$ cat src/rtl/sevseg_scan_mux.sv
// Time-multiplexed seven-segment scanner: one digit per PERIOD-cycle slot,
// frame-latched segment patterns and brightness, PWM on-window inside each slot.
module sevseg_scan_mux #(
    parameter int NDIG             = 4,
    parameter int PERIOD           = 750,
    parameter int ANODE_ACTIVE_LOW = 1,
    parameter int CBITS            = $clog2(PERIOD)
) (
    input  logic                clk,
    input  logic                rst,
    input  logic                en,
    input  logic [7*NDIG-1:0]   seg_in,
    input  logic [3:0]          bright,
    output logic [6:0]          seg_out,
    output logic [NDIG-1:0]     an,
    output logic                tick,
    output logic                frame
);

    localparam int IBITS = $clog2(NDIG);
    localparam logic [CBITS-1:0] CNT_LAST = CBITS'(PERIOD - 1);
    localparam logic [IBITS-1:0] IDX_LAST = IBITS'(NDIG - 1);
    localparam logic [19:0]      STEP_W   = 20'(PERIOD / 16);

    logic [CBITS-1:0]  cnt_reg;
    logic [IBITS-1:0]  idx_reg;
    logic [7*NDIG-1:0] shadow_seg_reg;
    logic [3:0]        shadow_bright_reg;
    logic              tick_reg;
    logic              frame_reg;

    logic              slot_end;
    logic              frame_end;
    logic [19:0]       on_limit;
    logic              on_window;
    logic              active;
    logic [NDIG-1:0]   sel;
    logic [6:0]        digit [NDIG];
    logic [6:0]        seg_mux;

    assign slot_end  = en && (cnt_reg == CNT_LAST);
    assign frame_end = slot_end && (idx_reg == IDX_LAST);

    always_ff @(posedge clk) begin
        if (rst) begin
            cnt_reg           <= '0;
            idx_reg           <= '0;
            shadow_seg_reg    <= '0;
            shadow_bright_reg <= '0;
            tick_reg          <= 1'b0;
            frame_reg         <= 1'b0;
        end else if (slot_end) begin
            cnt_reg   <= '0;
            idx_reg   <= (idx_reg == IDX_LAST) ? '0 : idx_reg + IBITS'(1);
            tick_reg  <= 1'b1;
            frame_reg <= frame_end;
            // New patterns only take effect at a frame boundary so a frame never mixes old and new data
            if (frame_end) begin
                shadow_seg_reg    <= seg_in;
                shadow_bright_reg <= bright;
            end
        end else begin
            tick_reg  <= 1'b0;
            frame_reg <= 1'b0;
            if (en) begin
                cnt_reg <= cnt_reg + CBITS'(1);
            end
        end
    end

    assign on_limit  = 20'(shadow_bright_reg) * STEP_W;
    assign on_window = (shadow_bright_reg == 4'hF) || (20'(cnt_reg) < on_limit);
    assign active    = on_window && en && !rst;

    generate
        for (genvar gi = 0; gi < NDIG; gi++) begin : g_digit
            assign digit[gi] = shadow_seg_reg[7*gi +: 7];
            assign sel[gi]   = active && (idx_reg == IBITS'(gi));
        end
    endgenerate

    // At most one sel bit is set, so an AND-OR mux picks the active digit
    always_comb begin
        seg_mux = 7'b0;
        for (int i = 0; i < NDIG; i++) begin
            if (sel[i]) begin
                seg_mux = seg_mux | digit[i];
            end
        end
    end

    assign seg_out = seg_mux;
    assign an      = (ANODE_ACTIVE_LOW != 0) ? ~sel : sel;
    assign tick    = tick_reg;
    assign frame   = frame_reg;

endmodule

$ cat config.mk
export PLATFORM = sky130hd
export DESIGN_NAME = sevseg_scan_mux
export DESIGN_NICKNAME = d
export VERILOG_FILES = /design/src/rtl/sevseg_scan_mux.sv
export SDC_FILE = /design/constraint.sdc
export NUM_CORES = 1
export LEC_CHECK = 0
export ABC_AREA = 1
export CAP_MARGIN = 20
export CORE_UTILIZATION = 45
export DETAILED_ROUTE_END_ITERATION = 10
export PLACE_DENSITY = 0.72
export SYNTH_ARGS = -nofsm -noshare
export SYNTH_HDL_FRONTEND = slang
export SYNTH_SLANG_ARGS = --single-unit
$ cat constraint.sdc
create_clock -name clk -period 6.75 [get_ports clk]
set_clock_uncertainty 0.2 [all_clocks]
set_input_delay 1.6875 -clock clk [delete_from_list [all_inputs] [get_ports clk]]
set_output_delay 1.6875 -clock clk [all_outputs]
set_load 0.01 [all_outputs]
==> results.json, run 1 <==
{
  "drtIter0Drc": 119,
  "finalHoldViolCount": 0,
  "cpMostUsedCell": "nand2_1",
  "crit_chain": "inv_1, fa_1, fa_1, inv_1, ha_1, a21oi_1, nand2_1, a21o_1, a21oi_1, xor2_1, ha_1, nand2_1, inv_1, a21oi_1, nand3_1, nand2_1, buf_12, nand4_1, nand2_1, inv_1, nand2_1, clkdlybuf4s50_1",
  "grt.total_usage": 0.2004,
  "critPathCaptureType": "output port",
  "route.detailed.drc": 6,
  "dr.pass1.iters": 7,
  "worst_path_largest_cell_delay_ps": 530,
  "grt_antenna_before_repair": 0,
  "ys.warnings.count": 0,
  "die_h_um": 84.17,
  "p_leak_nw": 1.356,
  "fmax_mhz": 157.2,
  "cp-start-kind": "register",
  "cts-htree-levels": 2,
  "die_w_um": 84.17,
  "routedWlPerCell_um": 13.73,
  "cts_resized": 0,
  "hp-class": "reg2reg",
  "final_nets": 474,
  "largest_reg_flops": 28,
  "placementRows": 29,
  "synthTopCellsByArea": "dfxtp_1 (30%), ha_1 (12%), nand2_1 (10%), nand3_2 (6.9%), nand4_1 (6.0%)",
  "crit_fanout": 29,
  "synth-seq-cells": 46,
  "violations": "DRC",
  "clk_pin_slew_ps": 90,
  "setup_viol": 0,
  "relSlewSlack": 0.3739,
  "clock_sinks": 46,
  "synth.net_count": 441,
  "synth.most_common_cell": "nand2_1",
  "synth_top_cell_by_area": "dfxtp_1",
  "grt_pass1_wl_mm": 11.39,
  "async_flop_share": 0,
  "cts_tree": "done",
  "coreArea_mm2": 0.006422,
  "rsz0062_at_grt": "false",
  "post_synth_num_cell_types": 33,
  "postRouteAntennaNets": 0,
  "numCtsBuffers": 5,
  "grt_pass1_vias": 2479,
  "grt_max_degree": 39,
  "period_share": 0.9423,
  "place_inst": 478,
  "synth.avg_cell_area_um2": 8.101,
  "cp_slowest_cell": "clkdlybuf4s50_1",
  "crit_arrival_ps": 4470,
  "postCtsSetupRepairBufs": 0,
  "ios": 48,
  "vias_per_cell": 5.249,
  "power.density_mw_per_mm2": 135.5,
  "syn-cell-area_mm2": 0.003038,
  "finalMaxSlewViolations": 0,
  "portBuffers": 47,
  "grt-ovfl-total": 0,
  "timing.final.crit_period_ps": 6361,
  "start_util": 0.4730,
  "finalNonFillerCells": 485,
  "place.gp.congestion": 0.8545,
  "clk_latency_ps": 300,
  "fin_setup_tns_ps": 0,
  "synthCells": 375,
  "wirelength_mm": 6.658,
  "cts_root_buf": "clkbuf_8",
  "place_hpwl_mm": 4.785,
  "tightest_slew_ps": 939.1,
  "syn2layout_area_growth_pct": 15.53,
  "cts_buffer_depth": 2,
  "synthTopCellsByCount": "nand2_1 (82), dfxtp_1 (46), inv_1 (40)",
  "drive_gt1_frac": 0.1618,
  "crit_type": "reg2out",
  "peakVddDrop_uv": 68.98,
  "synthFlopType": "dfxtp_1",
  "ys_seq_area_frac": 0.3031,
  "cap_violations": 0,
  "critPathRequiredTime_ps": 4860,
  "die-area_mm2": 0.007084,
  "fillers": 595,
  "synth-edff-count": 0,
  "yosysTopAreaCellShare": 0.3031,
  "diodes": 0,
  "holdBufCountCts": 0,
  "vias": 2546,
  "status": "finished with violations"
}
==> per-layer routing <==
metal | global-route usage | share of wire | up-vias
met5 | 0 | 0 | -
met4 | 0.07053 | 0.013 | 0
met3 | 0.03933 | 0.042 | 9
met2 | 0.3338 | 0.48 | 60
met1 | 0.2594 | 0.47 | 1168
li1 | - | - | 1309
==> cells in the final DEF, fill, tap and decap left out, types with 5 or more instances in the layout <==
| cell type | count |
|---|---|
| ha_1 | 27 |
| clkbuf_8 | 5 |
| nand3_1 | 14 |
| nand4_1 | 29 |
| nor2_1 | 14 |
| a21oi_1 | 21 |
| inv_1 | 40 |
| clkdlybuf4s50_1 | 47 |
| nand2_1 | 82 |
| dfxtp_1 | 43 |
| xor2_1 | 6 |
| a21oi_2 | 20 |
| nand3_2 | 21 |
| o21ai_0 | 7 |
==> layout make-up <==
class                      count  area, um^2  share of cell area
clock inverter                 2       10.01            0.002852
timing repair buffer          49       498.0              0.1419
inverter                      42       157.7             0.04492
tap                           77       96.34             0.02745
clock buffer                   5       68.82             0.01961
sequential                    46       924.6              0.2635
multi-input combinational    264        1754              0.4998
==> logic make-up (layout without fill, tap and decap cells) <==
logic type | count (synthesis) | in the layout | synth area share
and+or+nand+nor | 171 | 171 | 0.2982
DFF | 46 | 46 | 0.3031
buffers and inverters | 65 | 98 | 0.1211
AOI/OAI and AO/OA | 53 | 53 | 0.1166
xor gates and xnor gates | 9 | 9 | 0.02595
adders and majority gates | 31 | 31 | 0.1351
==> where the power goes <==
group / switching (mW) / internal [mW]
Combinational: 0.0169 / 0.0211
Clock: 0.0944 / 0.0697
Sequential: 0.00139 / 0.272
Total: 0.113 / 0.363
==> path summary, 6_finish.rpt <==
path              slack [ps]                              start  cells after the start                                end
setup / recovery         390  shadow_bright_reg[1]$_SDFFE_PP0P_                     22                         seg_out[1]
hold / removal           270     shadow_seg_reg[1]$_SDFFE_PP0P_                      2     shadow_seg_reg[1]$_SDFFE_PP0P_
hold reg to reg          270     shadow_seg_reg[1]$_SDFFE_PP0P_                      2     shadow_seg_reg[1]$_SDFFE_PP0P_
setup reg to reg        3970            cnt_reg[1]$_SDFFE_PP0P_                      9  shadow_bright_reg[1]$_SDFFE_PP0P_
==> stage by stage <==
stage | instance area, um^2 | utilization | hold slack, ps | setup WS (ps) | power, mW
after floorplan | 3038 | - | 239.8 | 1345 | 0.2935
after global placement | 3412 | 0.5313 | 250.0 | 673.5 | 0.3170
after detailed placement | 3412 | 0.5313 | 257.4 | 541.9 | 0.3175
after CTS | 3491 | 0.5435 | 274.1 | 194.4 | 0.4807
after global routing | 3510 | 0.5465 | 292.8 | 19.39 | 0.4958
final | 3510 | 0.5465 | 273.6 | 389.4 | 0.4757
==> worst max-delay path, delay by kind of cell, from the launching register on <==
| family | cells | cell delay, ps |
|---|---|---|
| flops | 1 | 370 |
| xor+xnor | 1 | 160 |
| buf+inv | 6 | 920 |
| fa+ha+maj | 4 | 1500 |
| compound gates | 4 | 580 |
| simple gates | 7 | 650 |
(Power assumes the default switching activity.)
==> run 2, diff against run 1 <==
Settings changed: ABC_AREA 1 to unset, PLACE_DENSITY 0.72 to 0.73.
==> results.json, run 2 <==
{
  "final_cell_area_mm2": 0.003188,
  "start_util": 0.4693,
  "die-area_mm2": 0.006086,
  "vias_per_cell": 5.274,
  "synthFlopType": "dfxtp_1",
  "routedWlPerCell_um": 13.87,
  "synth.most_common_cell": "nor2_1",
  "critPathCaptureType": "output port",
  "drtIter0Drc": 93,
  "drive_gt1_frac": 0.05016,
  "portBuffers": 47,
  "peakVddDrop_uv": 126.0,
  "grt_pass1_wl_mm": 9.128,
  "diodes": 0,
  "fmax_mhz": 156.8,
  "power.density_mw_per_mm2": 150.8,
  "layout_common_cells": "nor2_1 (47), clkdlybuf4s50_1 (47), dfxtp_1 (46), mux2i_1 (33), ha_1 (28)",
  "clock_sinks": 46,
  "syn2layout_area_growth_pct": 22.62,
  "p_leak_nw": 1.240,
  "synthCells": 276,
  "yosysTopAreaCellShare": 0.3542,
  "synthTopCellsByArea": "dfxtp_1 (35%), ha_1 (13%), mux2i_1 (13%), nor2_1 (6.8%), inv_1 (2.6%)",
  "grt_pass1_vias": 2018,
  "total_power_uw": 480.9,
  "cts_root_buf": "clkbuf_8",
  "postRouteAntennaNets": 0,
  "dr.pass1.iters": 4,
  "cts_tree": "done",
  "grt-ovfl-total": 0,
  "cap_violations": 0,
  "fin_ws_ps": 374.4,
  "clk_pin_slew_ps": 80,
  "crit_buf_inv": 3,
  "final_nets": 384,
  "ys.warnings.count": 0,
  "cts_buffer_depth": 2,
  "finalMaxSlewViolations": 0,
  "crit_type": "reg2out",
  "crit_chain": "inv_1, fa_1, fa_1, inv_1, ha_1, nor2b_1, o21ai_0, nand2_1, xnor2_1, ha_1, a21oi_1, o211a_1, o211ai_1, a21oi_1, clkdlybuf4s50_1",
  "setup_viol": 0,
  "grt_antenna_before_repair": 0,
  "vias": 2062,
  "crit_fanout": 11,
  "syn-cell-area_mm2": 0.002600,
  "cts-htree-levels": 2,
  "dp_slack_ps": 727.4,
  "place_hpwl_mm": 4.055,
  "wirelength_mm": 5.423,
  "fin_util": 0.5754,
  "async_flop_share": 0,
  "clk_latency_ps": 300,
  "ios": 48,
  "status": "completed",
  "timing.final.crit_period_ps": 6376,
  "hp-class": "reg2reg",
  "route.detailed.drc": 0,
  "tightest_slew_ps": 847.2,
  "die_w_um": 78.01,
  "crit_family": "adder cells",
  "coreArea_mm2": 0.005540,
  "period_share": 0.9445,
  "synth_top_cell_by_area": "dfxtp_1",
  "relSlewSlack": 0.4327,
  "cp_slowest_cell": "clkdlybuf4s50_1",
  "synth.avg_cell_area_um2": 9.420,
  "postPlaceCellArea_mm2": 0.003097,
  "grt.total_usage": 0.1915,
  "grt_max_degree": 39,
  "numCtsBuffers": 5,
  "die_h_um": 78.01,
  "finalHoldViolCount": 0,
  "synth-edff-count": 0,
  "rsz0062_at_grt": "false",
  "holdBufCountCts": 0,
  "fin_setup_tns_ps": 0,
  "cts_resized": 0,
  "crit_arrival_ps": 4490,
  "synthTopCellsByCount": "nor2_1 (47), dfxtp_1 (46), mux2i_1 (33)",
  "synth.net_count": 342,
  "cp-start-kind": "register",
  "postCtsSetupRepairBufs": 0,
  "place.gp.congestion": 0.7610,
  "ys_seq_area_frac": 0.3542,
  "critPathRequiredTime_ps": 4860,
  "placementRows": 27,
  "synth-seq-cells": 46,
  "worst_path_largest_cell_delay_ps": 570,
  "post_synth_num_cell_types": 37,
  "largest_reg_flops": 28
}
-- run 2: cell count changes after synthesis, moves of 9 or more --
cell     previous run  this run
a21oi_1            21        12
a21oi_2            20         1
inv_1              40        18
mux2i_1             0        33
nand2_1            82        13
nand3_1            14         0
nand3_2            21         0
nand4_1            29         5
nor2_1             15        47
-- run 2: tightest hold or removal path, cell delays in order (launching register included) --
cell and delay (ps):
dfxtp_1 340, mux2i_1 70, nor2_1 70
-- run 2: stage by stage --
stage / hold slack [ps] / cells
floorplan: 260.4 / 276
global placement: 271.3 / 383
detailed placement: 284.0 / 383
CTS: 304.1 / 391
global route: 328.6 / 391
finish: 304.8 / 391
-- run 2: area by class of cell --
| cell class | instances | area, um^2 |
|---|---|---|
| Inverter | 18 | 67.56 |
| Sequential cell | 46 | 920.9 |
| Fill cell | 540 | 2352 |
| Clock buffer | 7 | 86.33 |
| Timing Repair Buffer | 50 | 493.0 |
| Multi-Input combinational cell | 197 | 1525 |
| Clock inverter | 1 | 5.005 |
| Tap cell | 72 | 90.09 |
-- run 2: worst paths after layout --
check	startpoint	to	slack, ps	depth (start not counted)
setup reg to reg	idx_reg[0]$_SDFFE_PP0P_	shadow_seg_reg[11]$_SDFFE_PP0P_	4310	6
hold reg to reg	shadow_seg_reg[15]$_SDFFE_PP0P_	shadow_seg_reg[15]$_SDFFE_PP0P_	300	2
hold / removal	shadow_seg_reg[15]$_SDFFE_PP0P_	shadow_seg_reg[15]$_SDFFE_PP0P_	300	2
setup / recovery	shadow_bright_reg[1]$_SDFFE_PP0P_	seg_out[2]	370	15
-- run 2: power by group --
part | total, mW | switching (mW) | internal (mW)
sequential | 0.275 | 0.00244 | 0.272
clock | 0.174 | 0.0914 | 0.0827
combinational | 0.0319 | 0.0109 | 0.0210
total | 0.481 | 0.105 | 0.376
-- run 2: kinds of logic (layout without fill, tap and decap cells) --
kind of cell    count (synthesis)  after routing  synth area share
buf+inv                        33             76           0.05919
fa+ha+maj                      31             31            0.1578
flops                          46             46            0.3542
xor+xnor                       13             13           0.04379
mux                            33             33            0.1270
compound gates                 40             40            0.1131
simple gates                   80             80            0.1449
-- run 2: layer usage --
metal / track usage / routed length, um / vias up
met4: 0.06111 / 106 / 0
met1: 0.2377 / 2464 / 965
li1: - / - / 1033
met5: 0 / 0 / -
met2: 0.3230 / 2570 / 53
met3: 0.05116 / 282 / 11
